**src/rtl/arb_pkt_mux.sv**
```systemverilog
// Round-robin packet multiplexer: LENGTH request channels feed one registered output slot.
// Once a packet's first beat is granted, arbitration holds on that channel until its last beat.
module arb_pkt_mux #(
  parameter int LENGTH = 4,
  parameter int DATA_W = 8
) (
  input  logic                     clk,
  input  logic                     rst,
  input  logic [LENGTH-1:0]        in_valid,
  input  logic [LENGTH*DATA_W-1:0] in_data,
  input  logic [LENGTH-1:0]        in_last,
  output logic [LENGTH-1:0]        in_ready,
  output logic                     out_valid,
  output logic [DATA_W-1:0]        out_data,
  output logic                     out_last,
  output logic [LENGTH-1:0]        out_gnt,
  input  logic                     out_ready,
  output logic                     dbg_state,
  output logic [LENGTH-1:0]        dbg_ptr
);

  // Handshake rule, both sides: a beat moves on a rising edge where valid and ready are
  // both high; ready never depends on the same-cycle valid of another side's held beat
  // except through load_en (output slot empty or being drained this cycle).

  typedef enum logic {ARB = 1'b0, LOCK = 1'b1} state_e;

  localparam logic [LENGTH-1:0] ONE = {{(LENGTH-1){1'b0}}, 1'b1};

  state_e              state_q, state_d;
  logic [LENGTH-1:0]   ptr_q, ptr_d;
  logic [LENGTH-1:0]   lock_q, lock_d;
  logic                out_valid_q, out_valid_d;
  logic [DATA_W-1:0]   out_data_q, out_data_d;
  logic                out_last_q, out_last_d;
  logic [LENGTH-1:0]   out_gnt_q, out_gnt_d;

  logic                load_en;
  logic [LENGTH-1:0]   masked;
  logic [LENGTH-1:0]   arb_grant;
  logic [LENGTH-1:0]   grant;
  logic                accept;
  logic [DATA_W-1:0]   sel_data;
  logic                sel_last;

  // Requests at or above the pointer win first; otherwise wrap to the lowest requester.
  always_comb begin
    load_en   = !out_valid_q | out_ready;
    masked    = in_valid & ~(ptr_q - ONE);
    arb_grant = (|masked) ? (masked & (~masked + ONE)) : (in_valid & (~in_valid + ONE));
    grant     = (state_q == LOCK) ? (lock_q & in_valid) : arb_grant;
    accept    = load_en & !rst & (|grant);
    in_ready  = accept ? grant : '0;
    sel_data  = '0;
    sel_last  = 1'b0;
    for (int i = 0; i < LENGTH; i++) begin
      if (grant[i]) begin
        sel_data = in_data[i*DATA_W +: DATA_W];
        sel_last = in_last[i];
      end
    end
  end

  always_comb begin
    state_d     = state_q;
    ptr_d       = ptr_q;
    lock_d      = lock_q;
    out_valid_d = out_valid_q;
    out_data_d  = out_data_q;
    out_last_d  = out_last_q;
    out_gnt_d   = out_gnt_q;

    if (accept) begin
      out_valid_d = 1'b1;
      out_data_d  = sel_data;
      out_last_d  = sel_last;
      out_gnt_d   = grant;
    end else if (out_ready) begin
      out_valid_d = 1'b0;
    end

    case (state_q)
      ARB: begin
        if (accept && !sel_last) begin
          state_d = LOCK;
          lock_d  = grant;
        end
      end
      LOCK: begin
        if (accept && sel_last) begin
          state_d = ARB;
        end
      end
      default: state_d = ARB;
    endcase

    if (accept && sel_last) begin
      ptr_d = {grant[LENGTH-2:0], grant[LENGTH-1]};
    end
  end

  always_ff @(posedge clk) begin
    if (rst) begin
      state_q     <= ARB;
      ptr_q       <= ONE;
      lock_q      <= '0;
      out_valid_q <= 1'b0;
      out_data_q  <= '0;
      out_last_q  <= 1'b0;
      out_gnt_q   <= '0;
    end else begin
      state_q     <= state_d;
      ptr_q       <= ptr_d;
      lock_q      <= lock_d;
      out_valid_q <= out_valid_d;
      out_data_q  <= out_data_d;
      out_last_q  <= out_last_d;
      out_gnt_q   <= out_gnt_d;
    end
  end

  assign out_valid = out_valid_q;
  assign out_data  = out_data_q;
  assign out_last  = out_last_q;
  assign out_gnt   = out_gnt_q;
  assign dbg_state = state_q;
  assign dbg_ptr   = ptr_q;

endmodule

```
**config.mk**
```make
export PLATFORM = sky130hd
export DESIGN_NAME = arb_pkt_mux
export DESIGN_NICKNAME = d
export VERILOG_FILES = /design/src/rtl/arb_pkt_mux.sv
export SDC_FILE = /design/constraint.sdc
export NUM_CORES = 1
export LEC_CHECK = 0
export ABC_AREA = 1
export BUFFER_PORTS_ARGS = -buffer_cell sky130_fd_sc_hd__buf_2
export CAP_MARGIN = 30
export CORE_MARGIN = 3
export CORE_UTILIZATION = 52
export DETAILED_ROUTE_END_ITERATION = 8
export PLACE_DENSITY = 0.86
export SYNTH_ARGS = -nofsm -noshare
export SYNTH_HDL_FRONTEND = slang
export SYNTH_SLANG_ARGS = --single-unit
```
**constraint.sdc**
```tcl
create_clock -name clk -period 5.65 [get_ports clk]
set_input_delay 1.13 -clock clk [delete_from_list [all_inputs] [get_ports clk]]
set_output_delay 1.13 -clock clk [all_outputs]
set_load 0.02 [all_outputs]
```
==> impl_metrics.yaml <==
run_status:
  run_status: "completed"
place:
  port_buffers: 65
  dp_hpwl_mm: 3.28
  place_congestion: 0.966
timing:
  fin_setup_tns_ns: 0
  finalHoldViolations: 0
  fin_hold_ws_ns: 0.472
  finalClockSkew_ns: 0.00395
  relSlewSlack_pct: 66.4
  setup-violations-final: 0
  slew_viol_final: 0
  min_period_ns: 4.23
  fin_crit_sh_pct: 74.8
  rsz0062_at_grt: "no"
  fmax_mhz: 237
  max_slew.worst_pin.slew_ns: 0.501
final_layout:
  fillers: 263
  area_growth_pct: 20.2
  final_common_cell: "nand2_1"
  drive_gt1_share_pct: 32.6
  final_cell_mix: "nand2_1, buf_2, inv_1"
  fin_nets: 358
  diodes: 0
cts:
  cts_root_buf: "clkbuf_4"
  clk_pin_slew_ns: 0.13
  clkLatencyLatePin_ns: 0.32
  cts_tree: "done"
  ctsHtreeMaxLevel: 1
  cts_max_path_buffers: 2
  clock-sinks: 23
  cts_resized: 0
  cts_made_buffers: 3
  cts_setup_buffers: 0
  holdBufCountCts: 0
logic_synthesis:
  synth.avg_cell_area_um2: 6.37
  synth-compound-area-share_pct: 13.8
  synth_xor_area_share_pct: 0
  synth_nets: 297
  ys_types: 32
  synth_top_family_by_area: "simple AND/OR/NAND/NOR gates"
  yosysTopAreaCell: "dfxtp_1"
  seq_area_frac_synth_pct: 28.6
  synth-simple-area-share_pct: 42.1
  yosys_warnings: 0
  synth_fa_ha_area_share_pct: 0.776
  synth_top_area_share_pct: 28.6
  netlist_area_mm2: 0.00161
  netlist_top_cells_area: "dfxtp_1, nand2_1, inv_1"
  synth_cells: 253
  ys_seq_elements: 23
  synthMuxAreaShare_pct: 0
pwr:
  switching_share_pct: 53.0
  seq_power_share_pct: 26.7
  pwr-share-clk_pct: 8.1
  netSwitchingPower_mw: 0.517
  pwr-share-comb_pct: 65.2
  peakVddDrop_mv: 0.232
  leakage_nw: 1.08
  intPower_mw: 0.459
  powerDensity_mw_per_mm2: 504
setup_path:
  cp_slowest_stage_delay_ns: 0.43
  r2r_start: "dbg_ptr[0]"
  worst_ep_arrival_time_ns: 3.10
  r2r_setup_slack_ns: 2.79
  required_ns: 4.52
  crit_buf_inv: 6
  path_class: "in2out"
  crit_family: "simple AND/OR/NAND/NOR gates"
  r2r_cells: 18
  worstPathCellList: "buf_2 -> nand2_2 -> nand2_2 -> inv_2 -> nand2_1 -> inv_2 -> nand3_2 -> a21boi_2 -> inv_2 -> nand2_2 -> nor2_4 -> nor2_8 -> nand2_1 -> inv_1 -> buf_2"
  cp-end-kind: "output pin"
  slowest_stage: "a21boi_2"
  cp.depth: 15
  cp_max_fo: 17
  r2r-end: "out_data[5]"
  worstSetupStartpointType: "input pin"
worst_hold_path:
  hold_depth: 2
  hp-start: "out_data[2]"
  hold_end: "out_data[2]"
  min_path_type: "reg2reg"
global_routing:
  grt_pass1_wl_mm: 6.53
  overflow: 0
  grt_max_degree: 21
  antenna_found_initial: 0
  grt_pass1_vias: 1505
  gr-usage-all-layers_pct: 23.1
routing:
  vias: 1733
  dr.pass1.iters: 4
  vias_per_cell: 5.04
  first_iter_violations: 59
  drt_wl_total_mm: 4.14
  ant_nets: 0
  drc_errors: 0
  wl_per_cell_um: 12.0
flow_run:
  drv_cap: 0
floorplanning:
  dieWidth_um: 61.7
  die_area_mm2: 0.00380
  start_util_pct: 56.5
  core_area_mm2: 0.00285
  die_y_um: 61.7
  ios: 66
  rows: 19
-- Yosys cell counts, drive strengths merged --
library cell	count
clkbuf	2
dfxtp	23
nand4	4
nor3	2
inv	41
buf	9
o21ai	20
nand2	83
nand3	22
a21oi	16
ha	1
a21boi	1
or2	3
nand3b	1
nor2	23
a31oi	2
-- worst max path at each step --
stage | start | end | slack, ns
after floorplan | in_valid[0] | in_ready[3] | 2.30
after global placement | in_valid[0] | in_ready[3] | 1.49
after detailed placement | in_valid[0] | in_ready[3] | 1.43
after CTS | in_valid[0] | in_ready[3] | 1.41
after global routing | in_valid[0] | in_ready[3] | 1.24
final | in_valid[0] | in_ready[3] | 1.42
-- worst register-to-register path: stages, from the launching register on --
cell and delay, ns:
dfxtp_1 0.43, inv_1 0.11, ha_1 0.33, nand2_1 0.09, nand2_2 0.06, inv_2 0.04
nand2_1 0.05, inv_2 0.08, nand3_2 0.08, a21boi_2 0.43, inv_2 0.21, nand2_2 0.14
nor2_4 0.05, nor2_8 0.23, inv_2 0.18, nand2_1 0.09, nand2_1 0.05, inv_1 0.05
a21oi_1 0.05
-- stage by stage --
step / setup slack [ns] / area [µm²] / util (%) / cells / total power [mW]
after floorplan: 2.30 / 1610 / - / 253 / 0.777
after global placement: 1.49 / 1910 / 66.9 / 340 / 0.888
after detailed placement: 1.43 / 1910 / 66.9 / 340 / 0.896
after CTS: 1.41 / 1940 / 67.9 / 344 / 0.975
after global routing: 1.24 / 1940 / 67.9 / 344 / 1.07
final: 1.42 / 1940 / 67.9 / 344 / 0.976
-- logic make-up after synthesis --
logic type | Yosys count
buffers and inverters | 52
DFF | 23
adders and majority gates | 1
and+or+nand+nor | 138
AOI/OAI and AO/OA | 39
-- sequential cells by signal (all words and copies together), names as in the netlist --
name / cells
out_data: 8
dbg_ptr: 4
lock_q: 4
out_gnt: 4
dbg_state: 1
out_last: 1
out_valid: 1
-- routing by layer --
layer / part of all wire [%] / global-route usage (%) / vias to the layer above
met4: 2.2 / 9.39 / 0
met5: 0 / 0 / -
met2: 46 / 38.3 / 71
met1: 46 / 29.5 / 747
met3: 5.9 / 3.98 / 9
li1: - / - / 906
-- area by class of cell --
cell class                      count  area, µm²  area share (%)
Inverter                           41        156            8.07
Clock inverter                      1       5.00           0.258
Multi-Input combinational cell    178        913            47.2
Sequential cell                    23        460            23.8
Tap cell                           31       38.8            2.00
Clock buffer                        3       22.5            1.16
Timing Repair Buffer               67        340            17.6
-- power by group through the flow --
stage	Combinational [mW]	Sequential, mW	Clock, mW
floorplan	0.468	0.310	0
global placement	0.625	0.263	0
detailed placement	0.633	0.263	0
CTS	0.636	0.260	0.0789
global route	0.715	0.268	0.0853
finish	0.637	0.261	0.0791
(Power assumes the default switching activity.)
